[src/rtl/masked_rng_source.sv]
// Fresh-randomness source for first-order masked gadgets: seeded 32-bit Galois LFSR, OUT_W bits per cycle.
// Latency: rnd comes straight from the state register; the first value appears WARMUP cycles after the last seed beat.
// Backpressure: seed beats are taken only while seed_ready is high; rnd holds until rnd_ready, so nothing is repeated or skipped.
module masked_rng_source #(
    parameter int                LFSR_W   = 32,
    parameter int                SEED_W   = 8,
    parameter int                OUT_W    = 2,
    parameter int                WARMUP   = 64,
    parameter logic [LFSR_W-1:0] TAP_MASK = 32'h80200003
) (
    input  logic              clk,
    input  logic              rst,
    input  logic              seed_start,
    input  logic [SEED_W-1:0] seed_data,
    input  logic              seed_valid,
    output logic              seed_ready,
    output logic [OUT_W-1:0]  rnd,
    output logic              rnd_valid,
    input  logic              rnd_ready,
    output logic              err,
    output logic              busy
);

    localparam int SEED_BEATS = LFSR_W / SEED_W;
    localparam int BC_W       = (SEED_BEATS > 1) ? $clog2(SEED_BEATS) : 1;
    localparam int WC_W       = (WARMUP > 0) ? $clog2(WARMUP + 1) : 1;
    localparam logic [BC_W-1:0] LAST_BEAT = BC_W'(SEED_BEATS - 1);
    localparam logic [WC_W-1:0] WARM_INIT = WC_W'(WARMUP);

    typedef enum logic [2:0] {
        S_IDLE,
        S_LOAD,
        S_WARM,
        S_RUN,
        S_ERROR
    } state_t;

    state_t            state, state_nxt;
    logic [LFSR_W-1:0] lfsr, lfsr_nxt;
    logic [BC_W-1:0]   beat_cnt, beat_nxt;
    logic [WC_W-1:0]   warm_cnt, warm_nxt;
    logic [LFSR_W-1:0] seed_shift;
    logic              lfsr_nz;

    // OUT_W chained Galois right-shift steps, all within one cycle.
    function automatic logic [LFSR_W-1:0] advance(input logic [LFSR_W-1:0] v);
        logic [LFSR_W-1:0] x;
        x = v;
        for (int i = 0; i < OUT_W; i++) begin
            x = (x >> 1) ^ (x[0] ? TAP_MASK : '0);
        end
        return x;
    endfunction

    // Seed beats enter at the LSB end, so the first beat ends up in the MSBs.
    assign seed_shift = {lfsr[LFSR_W-SEED_W-1:0], seed_data};
    assign lfsr_nz    = |lfsr;

    assign seed_ready = (state == S_LOAD);
    assign busy       = (state == S_LOAD) || (state == S_WARM);
    assign err        = (state == S_ERROR);
    // Qualify on a non-zero state so a stuck-at-zero generator never presents output.
    assign rnd_valid  = (state == S_RUN) && lfsr_nz;
    assign rnd        = lfsr[OUT_W-1:0];

    // State and datapath registers; reset discards any partial seed.
    always_ff @(posedge clk or posedge rst) begin
        if (rst) begin
            state    <= S_IDLE;
            lfsr     <= '0;
            beat_cnt <= '0;
            warm_cnt <= '0;
        end else begin
            state    <= state_nxt;
            lfsr     <= lfsr_nxt;
            beat_cnt <= beat_nxt;
            warm_cnt <= warm_nxt;
        end
    end

    // Next-state and datapath update; seed_start overrides everything else and holds the LFSR.
    always_comb begin
        state_nxt = state;
        lfsr_nxt  = lfsr;
        beat_nxt  = beat_cnt;
        warm_nxt  = warm_cnt;
        if (seed_start) begin
            state_nxt = S_LOAD;
            beat_nxt  = '0;
        end else begin
            case (state)
                S_IDLE: begin
                end
                S_LOAD: begin
                    if (seed_valid) begin
                        lfsr_nxt = seed_shift;
                        if (beat_cnt == LAST_BEAT) begin
                            if (seed_shift == '0) begin
                                state_nxt = S_ERROR;
                            end else if (WARMUP == 0) begin
                                state_nxt = S_RUN;
                            end else begin
                                state_nxt = S_WARM;
                                warm_nxt  = WARM_INIT;
                            end
                        end else begin
                            beat_nxt = beat_cnt + BC_W'(1);
                        end
                    end
                end
                S_WARM: begin
                    lfsr_nxt = advance(lfsr);
                    warm_nxt = warm_cnt - WC_W'(1);
                    if (warm_cnt == WC_W'(1)) begin
                        state_nxt = S_RUN;
                    end
                end
                S_RUN: begin
                    if (!lfsr_nz) begin
                        state_nxt = S_ERROR;
                    end else if (rnd_ready) begin
                        lfsr_nxt = advance(lfsr);
                    end
                end
                S_ERROR: begin
                end
                default: begin
                    state_nxt = S_IDLE;
                end
            endcase
        end
    end

endmodule

[config.mk]
export PLATFORM = sky130hd
export DESIGN_NAME = masked_rng_source
export DESIGN_NICKNAME = d
export VERILOG_FILES = /design/src/rtl/masked_rng_source.sv
export SDC_FILE = /design/constraint.sdc
export NUM_CORES = 1
export LEC_CHECK = 0
export ABC_AREA = 0
export CORE_ASPECT_RATIO = 0.6
export CORE_MARGIN = 1
export CORE_UTILIZATION = 50
export DETAILED_ROUTE_END_ITERATION = 7
export PLACE_DENSITY = 0.7
export SYNTH_ARGS = -nofsm -noshare
export SYNTH_HDL_FRONTEND = slang
export SYNTH_SLANG_ARGS = --single-unit
[constraint.sdc]
create_clock -name clk -period 5.1 [get_ports clk]
set_input_delay 0.765 -clock clk [delete_from_list [all_inputs] [get_ports clk]]
set_output_delay 0.765 -clock clk [all_outputs]
set_load 0.02 [all_outputs]
==> results.yml, run 1 <==
status:
  result_of_the_run: "finished, final reports clean"
finish:
  syn2layout_area_growth_pct: 10.9
  num-nets-final: 303
  post_route_cells_drive_above_1_share_pct: 16.4
  stdcell_area_um2: 2860
  num_antenna_cells: 0
clock_network:
  postCtsSetupBuffers: 0
  clock_path_buffers: 2
  cts-hold-fix-buffers: 0
  clock_insertion_delay_worst_skew_ns: 0.30
  cts_root_cell: "clkbuf_8"
  cts_tree: "done"
  cts.clk_slew.worst_paths_ns: 0.08
  cts_buffers: 5
  cts.sinks: 44
  ctsHtreeMaxLevel: 2
  post_cts.resized_instances: 0
worst_setup_path:
  required_time_of_the_critical_path_ns: 4.34
  worst_ep_arrival_time_ns: 2.40
  timing.critical_path.from: "lfsr[0]"
  regToRegStartpoint: "lfsr[0]"
  timing.critical_path.to_type: "output port"
  worst-path-max-fanout: 4
  crit_path_kind: "flop to output port"
  cp-start-kind: "flop"
synth:
  synth_warnings: 0
  post_synth_inst_count: 274
  postSynthAreaPerCell_um2: 9.42
  synth.yosys.seq_area_share_pct: 42.7
  leading_register_cell_type_out_of_synthesis: "dfrtp_1"
  ys_ff_latch: 44
  synth_fp_nets: 291
  synth.distinct_cells: 37
  async_reset_ff_share_pct: 100
  number_of_synthesized_flops_with_an_enable_pin: 0
  total_standard_cell_area_after_synthesis_um2: 2580
timing:
  grt_setup_unrepaired: "false"
  hold_ws_ns: 0.505
  layout_worst_path_cycle_share_pct: 62.1
  slew_headroom_pct: 39.1
  clock-skew-final_ns: 0.00642
  finalMaxSlewViolations: 0
  layout_min_cycle_time_ns: 3.17
  worst_slack_ns: 1.93
  fin_setup_tns_ns: 0
  hold_viol: 0
  max_clock_freq_mhz: 316
  finalSetupViolCount: 0
  tightest_slew_ns: 0.912
detailed_routing:
  route.detailed.drc: 0
  met2_length_um: 2040
  vias: 1861
  detailroute.wirelength.met3_um: 205
  avgViaCountPerCell: 5.33
  detail_route.wl_per_cell_um: 15.0
  top_signal_layer_used: "met4"
  routed_wl_um: 5240
  drtPass1Iterations: 4
  drt_iter0_drc: 87
  met1_length_um: 2950
  ant_nets: 0
floorplanning:
  initial_utilization_pct: 54.3
  floorplan.die_area_um2: 5460
  core.rowCount: 19
  dieWidth_um: 94.8
  die_y_um: 57.7
  design.core.area_um2: 4750
  io-pin-count: 19
grt:
  grt_max_degree: 45
  via_count_of_the_first_global_routing_pass: 1712
  overflow: 0
  groute.usage.overall_pct: 21.3
  initial_antenna_violation_count: 0
  grt_pass1_wl_um: 8750
power:
  worst_case_vdd_ir_drop_v: 0.000192
  leakage_dissipation_nw: 1.31
  power_density_nw_per_um2: 385
placement:
  dp_hpwl_um: 3680
  io_buffer_count: 18
  detailed_place.area_um2: 2780
  globalplace.congestion: 0.836
  dp_slack_ns: 1.84
hold_path:
  startpoint_of_the_lowest_slack_hold_path: "warm_cnt[0]"
  timing.hold.worst.class: "flop to flop"
flow_run:
  max-cap-violations: 0
## per-stage QoR
step / total power, mW / utilization [%] / instances
detailed placement: 0.895 / 58.5 / 342
floorplan: 0.806 / - / 274
finish: 1.10 / 60.2 / 349
CTS: 1.11 / 60.2 / 349
global placement: 0.883 / 58.5 / 342
global route: 1.17 / 60.2 / 349
## cell usage in the layout, fill, tap and decap left out, types with 3 or more instances in the layout
cell type	netlist	routed
nand2_1	87	87
dfrtp_1	44	44
mux2_4	28	28
clkdlybuf4s50_1	0	18
o21ai_0	11	11
nor2_1	10	10
nor4_1	9	9
inv_1	9	8
a21oi_1	8	8
xnor2_1	5	5
clkbuf_8	0	5
nor3_1	4	4
ha_1	4	4
nand4_1	3	3
or3_1	3	3
nand3_1	3	3
mux2i_1	3	3
buf_4	2	3
## critical path, stage by stage, from the launching register on
cell and delay, ns:
dfrtp_1 0.41, inv_1 0.15, ha_1 0.17, nor4b_1 0.21, nand4_1 0.22, nor3_1 0.33
nor2_1 0.07, clkdlybuf4s50_1 0.54
## metal layers
metal	global-route usage (%)	vias up
met3	4.72	8
li1	-	950
met4	5.84	0
met2	27.0	32
met1	35.3	871
met5	0	-
## sequential cells by signal, summed over array words and instances, names as in the netlist
signal,cells
lfsr,32
warm_cnt,7
beat_cnt,2
state,3
## synthesized netlist by cell type (3+ instances only)
master	count	area (µm²)
buf_6	3	33.8
nor2_1	10	37.5
mux2i_1	3	30.0
nor4_1	9	56.3
xnor2_1	5	43.8
o21ai_0	11	55.1
mux2_4	28	420
ha_1	4	50.1
nand3_1	3	15.0
nor3_1	4	20.0
nand2_1	87	327
nand4_1	3	18.8
inv_1	9	33.8
clkbuf_1	9	33.8
a21oi_1	8	40.0
dfrtp_1	44	1100
or3_1	3	18.8
## layout make-up
type	count	area, µm²
fill	450	1890
multi-input combinational	205	1370
sequential	44	1100
timing repair buffer	21	203
tap	63	78.8
clock buffer	5	68.8
inverter	9	33.8
clock inverter	2	12.5
## worst paths after layout
check | to | slack, ns | cells after the start
min in group asynchronous | warm_cnt[6] | 0.98 | 2
max in group asynchronous | state[0] | 3.55 | 2
max reg2reg | lfsr[27] | 2.46 | 8
min | warm_cnt[0] | 0.50 | 1
max | rnd_valid | 1.93 | 7
min reg2reg | warm_cnt[0] | 0.50 | 1
## power breakdown
part           total, mW  internal, mW  switching (mW)  leakage [nW]
Sequential         0.569         0.451           0.118         0.533
Combinational      0.321         0.200           0.121         0.737
Clock              0.213        0.0929           0.120        0.0400
## cell families (layout without fill, tap and decap cells)
group	after synthesis	count (layout)	synth area share, %
simple gates	134	134	23.6
xor+xnor	7	7	2.38
fa+ha+maj	4	4	1.94
buf+inv	25	37	4.90
flops	44	44	42.7
mux	33	33	18.3
compound gates	27	27	6.20
Note: power is estimated with default switching activity, not from simulation.
==> run 2, diff against run 1 <==
- PLACE_DENSITY: 0.7 -> 0.72
- clock period: 5.1 -> 2.7 ns (I/O delays scaled with it)
==> results.yml, run 2 (synthesis results as in run 1) <==
timing:
  fin_setup_tns_ns: 0
  tightest_slew_ns: 0.814
  worst_slack_ns: 0.184
  layout_worst_path_cycle_share_pct: 93.2
  slew_headroom_pct: 45.7
  max_clock_freq_mhz: 398
  hold_viol: 0
  hold_ws_ns: 0.507
  clock-skew-final_ns: 0.00697
  finalMaxSlewViolations: 0
  finalSetupViolCount: 0
  grt_setup_unrepaired: "false"
  layout_min_cycle_time_ns: 2.52
placement:
  place.detailed.instances: 345
  dp_hpwl_um: 3850
  io_buffer_count: 18
  globalplace.congestion: 0.802
  dp_slack_ns: 0.279
  detailed_place.area_um2: 2820
worst_setup_path:
  cp-start-kind: "flop"
  worst_ep_arrival_time_ns: 2.70
  crit_path_kind: "flop to flop"
  required_time_of_the_critical_path_ns: 2.88
  timing.critical_path.to_type: "flop"
  regToRegStartpoint: "lfsr[0]"
  timing.critical_path.from: "lfsr[0]"
  worst-path-max-fanout: 32
grt:
  groute.usage.overall_pct: 23.2
  via_count_of_the_first_global_routing_pass: 1813
  overflow: 0
  grt_pass1_wl_um: 9410
  initial_antenna_violation_count: 0
  grt_max_degree: 45
clock_network:
  cts_root_cell: "clkbuf_8"
  cts_buffers: 5
  cts.clk_slew.worst_paths_ns: 0.08
  clock_insertion_delay_worst_skew_ns: 0.30
  cts-hold-fix-buffers: 0
  cts_tree: "done"
  clock_path_buffers: 2
  cts.sinks: 44
  ctsHtreeMaxLevel: 2
finish:
  layout_common_cells: "87 x nand2_1, 44 x dfrtp_1, 28 x mux2_4, 17 x clkdlybuf4s50_1, 11 x o21ai_0"
  syn2layout_area_growth_pct: 14.9
  stdcell_area_um2: 2970
  num-nets-final: 309
  num_antenna_cells: 0
  final_core_util_pct: 62.4
  largest_registers_in_the_final_layout: "lfsr x32, warm_cnt x7, state x3"
  final_common_cell: "nand2_1"
  number_of_flip_flops_under_the_largest_register_name: 32
  multi_input_area_um2: 1380
  post_route_cells_drive_above_1_share_pct: 19.1
  final-instance-count-excl-fill: 356
  seq_cell_area_um2: 1100
  largest_register: "lfsr"
  fillers: 415
floorplanning:
  dieWidth_um: 94.8
  initial_utilization_pct: 54.3
  io-pin-count: 19
  core.rowCount: 19
  design.core.area_um2: 4750
  die_y_um: 57.7
  floorplan.die_area_um2: 5460
detailed_routing:
  vias: 1929
  routed_wl_um: 5620
  route.detailed.drc: 0
  avgViaCountPerCell: 5.42
  drt_iter0_drc: 125
  ant_nets: 0
  drtPass1Iterations: 4
  detail_route.wl_per_cell_um: 15.8
power:
  leakage_dissipation_nw: 1.38
  worst_case_vdd_ir_drop_v: 0.000363
  power_density_nw_per_um2: 748
  p_total_mw: 2.22
hold_path:
  startpoint_of_the_lowest_slack_hold_path: "warm_cnt[0]"
  timing.hold.worst.class: "flop to flop"
status:
  result_of_the_run: "finished, final reports clean"
flow_run:
  max-cap-violations: 0
[run 2: critical path, cell delays in order (launching register included)]
cell and delay, ns:
dfrtp_1 0.41, inv_1 0.12, ha_1 0.15, nor4b_2 0.19, nand4_1 0.21, buf_4 0.19, buf_4 0.13, o31ai_2 0.31
a31oi_4 0.13, buf_12 0.23, mux2_4 0.31
[run 2: where the power goes]
part	internal (mW)	leakage (nW)	switching (mW)
Clock	0.275	0.0552	0.228
Sequential	0.851	0.533	0.241
Combinational	0.384	0.789	0.240
[run 2: layout make-up]
class | instances | area share, %
multi-input cells | 205 | 46.6
flip-flops and latches | 44 | 37.1
repair buffers | 27 | 8.86
well taps | 63 | 2.66
clock buffers | 6 | 2.45
clock inverters | 2 | 1.18
inverters | 9 | 1.14
[run 2: routing by layer]
| layer | global-route usage [%] | wire [µm] | up-vias |
|---|---|---|---|
| met3 | 4.99 | 246 | 6 |
| met5 | 0 | 0 | - |
| met1 | 37.4 | 3060 | 921 |
| met2 | 31.2 | 2270 | 36 |
| met4 | 5.19 | 44 | 0 |
| li1 | - | - | 966 |
[run 2: path summary, 6_finish.rpt]
kind | to | slack [ns] | cells after the start
setup / recovery | lfsr[24] | 0.18 | 10
hold / removal | warm_cnt[0] | 0.51 | 1
setup reg to reg | lfsr[24] | 0.18 | 10
hold reg to reg | warm_cnt[0] | 0.51 | 1
max in group asynchronous | lfsr[5] | 1.74 | 3
min in group asynchronous | lfsr[25] | 0.55 | 3
[run 2: what timing repair did]
action                     in CTS  in global routing
setup endpoints to repair       1                  1
buffers inserted                1                  2
pin swaps                       1                  2
gates cloned                    0                  0
hold endpoints to repair        0                  0
resized for setup               1                  3
==> run 3, diff against run 2 <==
- CORE_UTILIZATION: 50 -> 53
- PLACE_DENSITY: 0.72 -> 0.76
- RECOVER_POWER: not set -> 100
==> results.yml, run 3 (synthesis results as in run 1) <==
detailed_routing:
  route.detailed.drc: 0
  avgViaCountPerCell: 5.46
  vias: 1934
  detail_route.wl_per_cell_um: 15.0
  ant_nets: 0
  drtPass1Iterations: 5
  drt_iter0_drc: 119
  routed_wl_um: 5320
grt:
  grt_pass1_wl_um: 8740
  grt_max_degree: 45
  overflow: 0
  groute.usage.overall_pct: 22.3
  initial_antenna_violation_count: 0
  via_count_of_the_first_global_routing_pass: 1773
finish:
  num_antenna_cells: 0
  stdcell_area_um2: 2970
  post_route_cells_drive_above_1_share_pct: 18.9
  num-nets-final: 307
  layout_common_cells: "87 x nand2_1, 44 x dfrtp_1, 28 x mux2_4, 14 x clkdlybuf4s50_1, 11 x o21ai_0"
  fillers: 384
  syn2layout_area_growth_pct: 14.9
  largest_registers_in_the_final_layout: "lfsr x32, warm_cnt x7, state x3"
  final_common_cell: "nand2_1"
  multi_input_area_um2: 1390
  number_of_flip_flops_under_the_largest_register_name: 32
  seq_cell_area_um2: 1100
  largest_register: "lfsr"
  final-instance-count-excl-fill: 354
floorplanning:
  floorplan.die_area_um2: 5160
  core.rowCount: 19
  initial_utilization_pct: 55.7
  die_y_um: 56.1
  design.core.area_um2: 4640
  dieWidth_um: 92.1
  io-pin-count: 19
timing:
  hold_ws_ns: 0.494
  worst_slack_ns: 0.116
  layout_worst_path_cycle_share_pct: 95.7
  tightest_slew_ns: 1.09
  finalMaxSlewViolations: 0
  layout_min_cycle_time_ns: 2.58
  finalSetupViolCount: 0
  slew_headroom_pct: 27.3
  max_clock_freq_mhz: 387
  clock-skew-final_ns: 0.00856
  hold_viol: 0
power:
  power.sequential.fraction_pct: 48.7
  p_clk_share_pct: 23.9
  power_density_nw_per_um2: 756
  intPower_mw: 1.54
  sw_frac_of_total_pct: 31.5
  gate_power_share_pct: 27.4
  leakage_dissipation_nw: 1.35
  worst_case_vdd_ir_drop_v: 0.000379
  switching_power_uw: 706
placement:
  dp_hpwl_um: 3670
  dp_slack_ns: 0.292
  place.detailed.instances: 344
  detailed_place.area_um2: 2810
  io_buffer_count: 18
  globalplace.congestion: 0.817
clock_network:
  cts_tree: "done"
  cts_buffers: 5
  cts_root_cell: "clkbuf_8"
  ctsHtreeMaxLevel: 2
  cts.clk_slew.worst_paths_ns: 0.09
  clock_path_buffers: 2
  cts.sinks: 44
  cts-hold-fix-buffers: 0
  clock_insertion_delay_worst_skew_ns: 0.30
status:
  result_of_the_run: "finished, final reports clean"
worst_setup_path:
  worstReg2RegEnd: "lfsr[5]"
  required_time_of_the_critical_path_ns: 2.30
  cp-start-kind: "flop"
  crit_path_kind: "flop to output port"
  timing.critical_path.to_type: "output port"
  regToRegSetupSlack_ns: 0.30
  regToRegStartpoint: "lfsr[0]"
  ff2ff_path_depth: 9
  worst-path-max-fanout: 4
  worst_ep_arrival_time_ns: 2.18
flow_run:
  max-cap-violations: 0
hold_path:
  hold_end: "warm_cnt[0]"
  timing.hold.worst_path_depth: 1
  timing.hold.worst.class: "flop to flop"
  startpoint_of_the_lowest_slack_hold_path: "warm_cnt[0]"
[run 3: cell types whose count changed in the layout (fill, tap and decap cells not counted), sizes merged]
cell / before / now
dlygate4sd3: 0 / 4
buf: 9 / 6
clkdlybuf4s50: 17 / 14
clkbuf: 6 / 7
clkinv: 1 / 2
dlymetal6s2s: 1 / 0
inv: 9 / 8
[run 3: power by group through the flow]
stage | sequential [mW] | combinational [mW] | clock, mW
floorplan | 1.00 | 0.520 | 0
finish | 1.09 | 0.615 | 0.535
global placement | 1.08 | 0.593 | 0
detailed placement | 1.09 | 0.614 | 0
CTS | 1.07 | 0.616 | 0.550
global route | 1.12 | 0.679 | 0.574
[run 3: final cells by class]
cell class,instances,share of cell area [%]
multi-input cells,205,46.8
repair buffers,25,8.18
clock buffers,6,2.78
flip-flops and latches,44,37.1
inverters,9,1.14
well taps,63,2.66
clock inverters,2,1.31
[run 3: critical path, stage by stage (launching register included)]
cell             delay [ns]
dfrtp_1                0.41
inv_1                  0.12
ha_1                   0.15
nor4b_1                0.22
nand4_1                0.20
nor3_2                 0.20
nor2_1                 0.06
clkdlybuf4s50_1        0.53
[run 3: what timing repair did]
item                       in CTS  in global routing
setup endpoints to repair       1                  1
resized for setup               1                  3
pin swaps                       1                  1
setup buffers                   1                  1
gates cloned                    0                  0
[run 3: per-layer routing]
layer  track usage (%)  vias to the layer above  wire (µm)
met1              35.8                      931       2910
met3              5.33                        4        245
met5                 0                        -          0
met4              4.69                        0         42
li1                  -                      958          -
met2              30.1                       41       2120
[run 3: worst max-delay path by stage]
stage / startpoint / endpoint / slack, ns / depth (start not counted)
after floorplan: lfsr[0] / lfsr[16] / 0.62 / 8
after global placement: lfsr[0] / rnd_valid / 0.31 / 7
after detailed placement: lfsr[0] / rnd_valid / 0.29 / 7
after CTS: lfsr[0] / rnd_valid / 0.04 / 7
after global routing: lfsr[13] / rnd_valid / -0.008 / 5
final: lfsr[0] / rnd_valid / 0.12 / 7
[run 3: stage by stage]
stage | power, mW | utilization [%] | setup TNS (ns)
final | 2.24 | 64.0 | 0
after global placement | 1.67 | 60.6 | 0
after floorplan | 1.52 | - | 0
after global routing | 2.37 | 64.0 | -0.00764
after CTS | 2.24 | 63.5 | 0
after detailed placement | 1.70 | 60.6 | 0
